[config.mk]
export PLATFORM = sky130hd
export DESIGN_NAME = lr2_seq_ctrl
export DESIGN_NICKNAME = d
export VERILOG_FILES = /design/src/rtl/lr2_seq_pkg.sv /design/src/rtl/lr2_presc.sv /design/src/rtl/lr2_seq_ctrl.sv
export SDC_FILE = /design/constraint.sdc
export NUM_CORES = 1
export LEC_CHECK = 0
export ABC_AREA = 1
export ABC_CLOCK_PERIOD_IN_PS = 3350
export CAP_MARGIN = 20
export CORE_MARGIN = 1.5
export CORE_UTILIZATION = 40
export DETAILED_ROUTE_END_ITERATION = 8
export GPL_TIMING_DRIVEN = 1
export PLACE_DENSITY = 0.61
export RECOVER_POWER = 100
export SYNTH_ARGS = -nofsm -noshare
export SYNTH_HDL_FRONTEND = slang
export SYNTH_SLANG_ARGS = --single-unit
export TNS_END_PERCENT = 50
[constraint.sdc]
create_clock -name CLK -period 3.35 [get_ports CLK]
set_input_delay 1.005 -clock CLK [delete_from_list [all_inputs] [get_ports CLK]]
set_output_delay 1.005 -clock CLK [all_outputs]
set_load 0.01 [all_outputs]
[src/rtl/lr2_seq_pkg.sv]
// lr2_seq_pkg: shared types and constants for the lr2 sequence controller.
//   state_t : controller state encoding (IDLE/LOAD/RUN/FIN)
//   MODE_*  : run-mode encodings as presented on the MODE input
//   step4() : one +/-1 step of the 4-bit generator, wrapping mod 16
package lr2_seq_pkg;

  typedef enum logic [1:0] {
    IDLE = 2'd0,
    LOAD = 2'd1,
    RUN  = 2'd2,
    FIN  = 2'd3
  } state_t;

  localparam logic [1:0] MODE_UP   = 2'b00;
  localparam logic [1:0] MODE_DOWN = 2'b01;
  localparam logic [1:0] MODE_PING = 2'b10;
  localparam logic [1:0] MODE_SHOT = 2'b11;

  function automatic logic [3:0] step4(input logic [3:0] v, input logic up);
    return up ? v + 4'd1 : v - 4'd1;
  endfunction

endpackage

[src/rtl/lr2_presc.sv]
// lr2_presc: step-rate divider.
//   CLK, RST_N : clock, async active-low reset
//   clr        : force count to 0 (wins over en)
//   en         : count this cycle
//   div        : tick when count == div, so one tick per div+1 enabled cycles
//   tick       : combinational, qualified by en; the caller registers it
module lr2_presc #(
  parameter int PRESC_W = 8
) (
  input  logic               CLK,
  input  logic               RST_N,
  input  logic               clr,
  input  logic               en,
  input  logic [PRESC_W-1:0] div,
  output logic               tick
);

  logic [PRESC_W-1:0] cnt;

  assign tick = en && (cnt == div);

  always_ff @(posedge CLK or negedge RST_N) begin
    if (!RST_N)   cnt <= '0;
    else if (clr) cnt <= '0;
    else if (en)  cnt <= tick ? '0 : cnt + 1'b1;
  end

endmodule

[src/rtl/lr2_seq_ctrl.sv]
// lr2_seq_ctrl: run-mode controller for the 4-bit up/down sequence generator.
//   CLK, RST_N        : clock, async active-low reset
//   START, STOP       : begin a run (IDLE only) / abort to IDLE
//   MODE, LO, HI, DIV : run config, latched when a start is accepted
//   GEN_CE/LOAD/DAT/UP: registered drive to the generator
//   CNT               : shadow of the generator state
//   BUSY, DONE, ERR   : status (DONE/ERR are one-cycle pulses)
// All outputs are registered. A step is decided at the clock edge that
// raises GEN_CE, and CNT moves on that same edge; the generator follows one
// edge later. Deciding the step at the edge that samples STOP is what lets
// STOP suppress a step without an input-to-output path.
module lr2_seq_ctrl
  import lr2_seq_pkg::*;
#(
  parameter int PRESC_W = 8
) (
  input  logic               CLK,
  input  logic               RST_N,
  input  logic               START,
  input  logic               STOP,
  input  logic [1:0]         MODE,
  input  logic [3:0]         LO,
  input  logic [3:0]         HI,
  input  logic [PRESC_W-1:0] DIV,
  output logic               GEN_CE,
  output logic               GEN_LOAD,
  output logic [3:0]         GEN_DAT,
  output logic               GEN_UP,
  output logic [3:0]         CNT,
  output logic               BUSY,
  output logic               DONE,
  output logic               ERR
);

  state_t             state, state_nxt;
  logic [1:0]         cfg_mode;
  logic [3:0]         cfg_lo, cfg_hi;
  logic [PRESC_W-1:0] cfg_div;
  logic               dir;

  logic               start_ok, reject, shot_done, presc_en, presc_clr, tick;
  logic               up_now;
  logic [3:0]         cnt_step, load_val;

  lr2_presc #(.PRESC_W(PRESC_W)) u_presc (
    .CLK   (CLK),
    .RST_N (RST_N),
    .clr   (presc_clr),
    .en    (presc_en),
    .div   (cfg_div),
    .tick  (tick)
  );

  always_comb begin
    state_nxt = state;
    start_ok  = START && !STOP;
    reject    = (state == IDLE) && start_ok && (MODE == MODE_PING) && !(LO < HI);
    // The last single-shot step is the cycle whose GEN_CE lands CNT on HI;
    // that pulse must reach the generator, so FIN follows it.
    shot_done = (state == RUN) && (cfg_mode == MODE_SHOT) && GEN_CE && (CNT == cfg_hi);
    presc_clr = (state == IDLE);
    presc_en  = ((state == LOAD) || (state == RUN)) && !STOP && !shot_done;
    load_val  = (MODE == MODE_DOWN) ? HI : LO;
    case (cfg_mode)
      MODE_DOWN: up_now = 1'b0;
      MODE_PING: up_now = dir;
      default:   up_now = 1'b1;
    endcase
    cnt_step  = step4(CNT, up_now);

    case (state)
      IDLE: if (start_ok && !reject) state_nxt = LOAD;
      LOAD: state_nxt = STOP ? IDLE : RUN;
      RUN: begin
        if (STOP)           state_nxt = IDLE;
        else if (shot_done) state_nxt = FIN;
      end
      FIN:  state_nxt = IDLE;
      default: state_nxt = IDLE;
    endcase
  end

  always_ff @(posedge CLK or negedge RST_N) begin
    if (!RST_N) state <= IDLE;
    else        state <= state_nxt;
  end

  always_ff @(posedge CLK or negedge RST_N) begin
    if (!RST_N) begin
      cfg_mode <= MODE_UP;
      cfg_lo   <= '0;
      cfg_hi   <= '0;
      cfg_div  <= '0;
      dir      <= 1'b1;
      GEN_CE   <= 1'b0;
      GEN_LOAD <= 1'b0;
      GEN_DAT  <= '0;
      GEN_UP   <= 1'b1;
      CNT      <= '0;
      BUSY     <= 1'b0;
      DONE     <= 1'b0;
      ERR      <= 1'b0;
    end else begin
      if (state == IDLE && start_ok) begin
        cfg_mode <= MODE;
        cfg_lo   <= LO;
        cfg_hi   <= HI;
        cfg_div  <= DIV;
      end
      GEN_CE   <= tick;
      GEN_LOAD <= (state_nxt == LOAD);
      BUSY     <= (state_nxt == LOAD) || (state_nxt == RUN);
      DONE     <= (state_nxt == FIN);
      ERR      <= reject;
      if (state == IDLE && state_nxt == LOAD) begin
        // MODE/LO/HI are read directly: the config registers load on this edge.
        GEN_DAT <= load_val;
        CNT     <= load_val;
        GEN_UP  <= (MODE != MODE_DOWN);
        dir     <= (MODE != MODE_DOWN);
      end else if (tick) begin
        CNT    <= cnt_step;
        GEN_UP <= up_now;
        if (cfg_mode == MODE_PING) begin
          if (cnt_step == cfg_hi)      dir <= 1'b0;
          else if (cnt_step == cfg_lo) dir <= 1'b1;
        end
      end
    end
  end

endmodule

==> metrics, run 1 <==
count leader, synth=nand2_1; met3 routed WL=233 µm; HPWL Detailed=4464 µm; Highest Signal Layer=met4; power density over the cells=910.7 nW/µm²; fin nets=434; Via density=4.780; Die Wd=81.98 µm; Post-Synth Adder-Cell Area=0.05517; largest net degree at the start of global routing=44; Slew Limit Headroom=-0.2126; Post-synth EDFFs=0; IO Count=36; Min-Delay Path Class=flip-flop to flip-flop; most frequent CP cell=nand2_1; die height=81.98 µm; antenna violations before repair=0; period utilization=0.9515; GRT Resource Usage Total=0.1970; status=finished, violations left; Root Driver=clkbuf_8; Finished Layout Cells=477; dpl cells=465; layout cells sized above 1=0.1095; post-synthesis compound-gate area fraction=0.09529; Min-Delay Endpoint=GEN_DAT[1]; largest family of logic cells by synthesized area=simple AND/OR/NAND/NOR gates; Routability Congestion=0.8342; DRC Markers=0; port bufs=35; simple-gate share of the synthesized area=0.3014; Fin Setup TNS=0 ps; reg2reg end=CNT[0]; row cnt=28; crit-path cells=clkdlybuf4s50_1 > inv_1 > ha_4 > a21oi_2 > nand2_1 > nand4_1 > nand3_2 > nand3_1 > nand2_1 > inv_1 > ha_2 > nand2_4 > nor3_4 > buf_4 > a22oi_2 > o21ai_1 > nand2_1 > o21ai_0; internal reg-to-reg setup slack=650 ps; CTS clk-pin slew, worst paths=80 ps; Routed Wire Length=6160 µm; area leader, netlist=dfrtp_1; M1 WL=3117 µm; post-layout min period=3187 ps; synth top area cells=dfrtp_1, nand2_1, inv_1, ha_1, o21ai_0; core area=5956 µm²; violated checks=capacitance limit, slew limit; Leakage=1.683 nW; DRT Pass-1 Iters=4; syn_nets=376; Clk Latency, worst-skew pair=310 ps; crit end category=flip-flop; Fmax=313.7 MHz; initial core utilization=0.4189; asr flop ratio synth=1.000; post-synth top area share=0.4112; Critical Path RT=3580 ps; CTS tree=done; number of max-cap violations=1; post-route ant nets=0; Synth Flop Type=dfrtp_1; total CTS buffers=5; Max IR drop VDD=0.4089 mV; cell depth of the worst hold path=2; Final Hold Viols=0; design area=3212 µm²; vias=2280; CP arrival=3410 ps; Post-synth top cells=nand2_1, inv_1, dfrtp_1; DRT iter0 DRCs=140; wire length per cell=12.91 µm; XOR/XNOR share of the synthesized area=0.01053; CTS sink cnt=43; Hold-fix buffers, CTS=0; Worst Path Buf+Inv=4; kind of critical path=primary input to flip-flop; max-slew violation count=33; Final Setup Violations=0; htree depth=2; Inserted Diodes=0; post-synthesis sequential area ratio=0.4323; Crit-path slowest cell=clkdlybuf4s50_1; FF-to-FF path depth=17; Syn Std Cell Area=2495 µm²; Area Growth Syn to Fin=28.74%; CP delay by family, top=buffers and inverters; crit start category=primary input; placed instance area=3035 µm²; RR Startpoint=state[0]; clk buf depth=2; flops & latches, synth=43; Worst Max-Slew Pin Slew=1819 ps; mux cell area share after synthesis=0; hold path start=GEN_DAT[1]; Fin Clk Skew=7.015 ps; global-route wire length before repair=9991 µm; Synth Area per Inst=7.274 µm²; grt ovf=0; vias in the first global route=2125; Post-Syn Instances=343; WL met2=2741 µm; worst stage delay on the critical path=500 ps; Ys Warns=0; Yosys cell types=26; DIE AREA=6720 µm²; CP Max Fanout=4
-- cell families (layout without fill, tap and decap cells) --
logic type / after synthesis / count (layout)
AOI/OAI and AO/OA: 43 / 43
xor gates and xnor gates: 3 / 3
DFF: 43 / 43
adders and majority gates: 11 / 11
buffers and inverters: 68 / 127
and+or+nand+nor: 175 / 175
-- where the power goes --
group / internal [mW] / switching, mW
registers: 0.734 / 0.156
clock network: 0.222 / 0.196
logic: 0.651 / 0.966
total: 1.61 / 1.32
-- worst register-to-register path, stage by stage (launching register included) --
cell	delay, ps
dfrtp_1	410
inv_1	110
ha_1	430
nand3_1	160
inv_1	100
nand4_1	140
nand3_2	130
nand3_1	70
nand2_1	70
inv_1	60
ha_2	190
nand2_4	80
nor2_1	50
buf_4	150
a22oi_2	200
o21ai_1	90
nand2_1	70
o21ai_0	70
-- worst max-delay path by stage --
stage,start,slack [ps],end,cells past startpoint
6_report,HI[3],160,CNT[0],18
5_1_grt,HI[2],-10,CNT[0],18
4_1_cts,HI[1],20,CNT[1],20
3_5_place_dp,HI[1],-270,CNT[1],20
3_3_place_gp,HI[1],-190,CNT[1],20
2_1_floorplan,HI[1],370,CNT[0],19
-- through the flow --
step / setup slack (ps) / hold slack [ps] / total power [mW] / util
2_1_floorplan: 367.9 / 467.9 / 1.943 / -
5_1_grt: -12.77 / 509.6 / 3.228 / 0.5393
4_1_cts: 17.98 / 494.5 / 2.918 / 0.5286
6_report: 162.6 / 484.3 / 2.925 / 0.5393
3_3_place_gp: -187.2 / 472.3 / 2.465 / 0.5097
3_5_place_dp: -271.7 / 474.7 / 2.481 / 0.5097
-- layout make-up --
class / count / area (µm²)
Tap cell: 75 / 93.84
Clock inverter: 3 / 43.79
Sequential cell: 43 / 1079
Timing Repair Buffer: 56 / 489.2
Multi-Input combinational cell: 232 / 1201
Inverter: 63 / 236.5
Fill cell: 613 / 2744
Clock buffer: 5 / 68.82
-- registers in the layout, indices dropped and copies added (netlist names) --
name and count:
ERR 1, GEN_LOAD 1, CNT 4, cfg_lo 4
cfg_mode 2, state 2, DONE 1, GEN_CE 1
BUSY 1, u_presc.cnt 8, GEN_DAT 4, cfg_div 8
cfg_hi 4, dir 1, GEN_UP 1
-- routing by layer --
metal | track usage | vias to the layer above
met2 | 0.2951 | 47
met1 | 0.2895 | 1033
met3 | 0.03333 | 6
met5 | 0 | -
met4 | 0.05593 | 0
li1 | - | 1194
-- layout by cell type, fill, tap and decap left out, drive strengths merged --
cell and count:
xnor2 1, o211ai 1, bufinv 1, o311ai 1, dlymetal6s2s 1, a31oi 3, clkbuf 10, xor2 2
o21ai 25, buf 17, nor3 6, inv 63, nand4 6, nand3 22, clkdlybuf4s50 20, nand2 118
nor2 23, clkinv 2, a22oi 5, a21oi 8, dfstp 2, dlygate4sd3 13, dfrtp 41, ha 11
-- repair_timing --
item	CTS	global route
setup buffers	0	3
gates resized for setup	0	16
endpoints found under the hold margin	0	0
endpoints found under the setup margin	0	10
Power figures use the tool's default switching activity.
==> run 2, diff against run 1 <==
--- a/config.mk
+++ b/config.mk
@@ -7,7 +7,6 @@
 export LEC_CHECK = 0
 export ABC_AREA = 1
 export ABC_CLOCK_PERIOD_IN_PS = 3350
-export CAP_MARGIN = 20
 export CORE_MARGIN = 1.5
 export CORE_UTILIZATION = 40
 export DETAILED_ROUTE_END_ITERATION = 8
==> metrics, run 2 (synthesis gave the netlist of run 1 again) <==
fill count=612 (-0.16%); htree depth=2 (unchanged); most frequent CP cell=nand2_1; vias in the first global route=2125 (unchanged); most common cell after layout, fill and taps aside=nand2_1; HPWL Detailed=4464 µm (unchanged); post-layout min period=3190 ps (+2.947 ps); largest net degree at the start of global routing=44 (unchanged); crit end category=flip-flop; Fmax=313.4 MHz (about the same); status=finished, violations left; final worst slack=159.7 ps (-2.947 ps); global-route wire length before repair=9991 µm (unchanged); Leakage=1.682 nW (about the same); Routability Congestion=0.8342 (unchanged); port bufs=35 (unchanged); crit start category=primary input; Place WS=-271.7 ps (unchanged); number of max-cap violations=1 (unchanged); layout cells sized above 1=0.1097 (+0.0002729); vias=2285 (+0.22%); initial core utilization=0.4189 (unchanged); DIE AREA=6720 µm² (unchanged); Worst Max-Slew Pin Slew=2431 ps (+612.2 ps); Final Setup Violations=0 (unchanged); grt ovf=0 (unchanged); DRT iter0 DRCs=143 (+2.1%); Fin Clk Skew=6.923 ps (-0.09171 ps); Via density=4.800 (+0.43%); DRT Pass-1 Iters=5 (+1); Max IR drop VDD=0.4097 mV (+0.20%); period utilization=0.9523 (about the same); total CTS buffers=5 (unchanged); Hold-fix buffers, CTS=0 (unchanged); wire length per cell=12.95 µm (+0.26%); CTS tree=done; Clk Latency, worst-skew pair=310 ps (about the same); Finished Layout Cells=476 (-0.21%); CP arrival=3420 ps (about the same); Top Registers=cfg_div (8), u_presc.cnt (8); design area=3208 µm² (-0.12%); IO Count=36 (unchanged); placed instance area=3035 µm² (unchanged); Area Growth Syn to Fin=28.59%; crit-path cells=clkdlybuf4s50_1 > inv_1 > ha_4 > a21oi_2 > nand2_1 > nand4_1 > nand3_2 > nand3_1 > nand2_1 > inv_1 > ha_2 > nand2_4 > nor3_4 > buf_4 > a22oi_2 > o21ai_1 > nand2_1 > o21ai_0; violated checks=capacitance limit, slew limit; GRT Resource Usage Total=0.1970 (unchanged); Final Hold Viols=0 (unchanged); total design power=2.928 mW (+0.11%); post-route ant nets=0 (unchanged); fin nets=433 (-0.23%); most frequent cells in the layout=nand2_1, inv_1, dfrtp_1, o21ai_0, nor2_1; Inserted Diodes=0 (unchanged); Die Wd=81.98 µm (unchanged); die height=81.98 µm (unchanged); dpl cells=465 (unchanged); Root Driver=clkbuf_8; Crit-path slowest cell=clkdlybuf4s50_1; clk buf depth=2 (unchanged); Routed Wire Length=6163 µm (about the same); DRC Markers=0 (unchanged); power density over the cells=912.8 nW/µm² (+0.23%); core area=5956 µm² (unchanged); Min-Delay Path Class=flip-flop to flip-flop; max-slew violation count=44 (+33%); CTS sink cnt=43 (unchanged); antenna violations before repair=0 (unchanged); Critical Path RT=3580 ps (about the same); kind of critical path=primary input to flip-flop; CTS clk-pin slew, worst paths=80 ps (about the same); worst stage delay on the critical path=500 ps (about the same); CP Max Fanout=4 (unchanged); row cnt=28 (unchanged); Slew Limit Headroom=-0.6207 (-0.4081)
==> run 2: changes by cell type in the layout (fill, tap and decap cells not counted) <==
cell	change
clkbuf_1	-1
==> run 2: worst paths after layout <==
check                           cells past startpoint  slack, ps       start          end
worst max-delay path                               18        160       HI[3]       CNT[0]
worst max register to register                     17        660    state[0]       CNT[0]
min in group asynchronous                           1       1430       RST_N   cfg_div[3]
max in group asynchronous                           1        540       RST_N  cfg_mode[1]
worst min register to register                      2        490  GEN_DAT[1]   GEN_DAT[1]
worst min-delay path                                2        490  GEN_DAT[1]   GEN_DAT[1]
==> run 2: repair_timing <==
item | CTS | global route
setup endpoints to repair | 0 | 10
setup buffers | 0 | 3
resized for setup | 0 | 16
==> run 2: through the flow <==
stage                     setup TNS (ps)  hold WS [ps]    util
after floorplan                        0         467.9       -
after global placement             -1146         472.3  0.5097
after detailed placement           -1911         474.7  0.5097
after CTS                              0         494.5  0.5286
after global routing              -12.77         509.6  0.5387
final                                  0         485.5  0.5387
==> run 2: final cells by class <==
type | count | area, µm² | area share
clock inverters | 3 | 43.79 | 0.01365
repair buffers | 55 | 485.5 | 0.1513
well taps | 75 | 93.84 | 0.02925
inverters | 63 | 236.5 | 0.07371
flip-flops and latches | 43 | 1079 | 0.3362
multi-input cells | 232 | 1201 | 0.3744
clock buffers | 5 | 68.82 | 0.02145
==> run 2: metal layers <==
metal	wire length (µm)	up-vias	GRT usage
met2	2761	45	0.2951
met4	68	0	0.05593
met3	198	6	0.03333
li1	-	1195	-
met5	0	-	0
met1	3134	1039	0.2895
==> run 2: power by group <==
group / total (mW) / switching, mW / internal [mW]
clock: 0.420 / 0.198 / 0.222
sequential: 0.890 / 0.157 / 0.734
combinational: 1.62 / 0.967 / 0.651
total: 2.93 / 1.32 / 1.61
==> run 2: worst max-delay path: cells and delay by family <==
family | cells | cell delay (ps)
compound gates | 4 | 340
buf+inv | 4 | 820
fa+ha+maj | 2 | 460
simple gates | 8 | 790
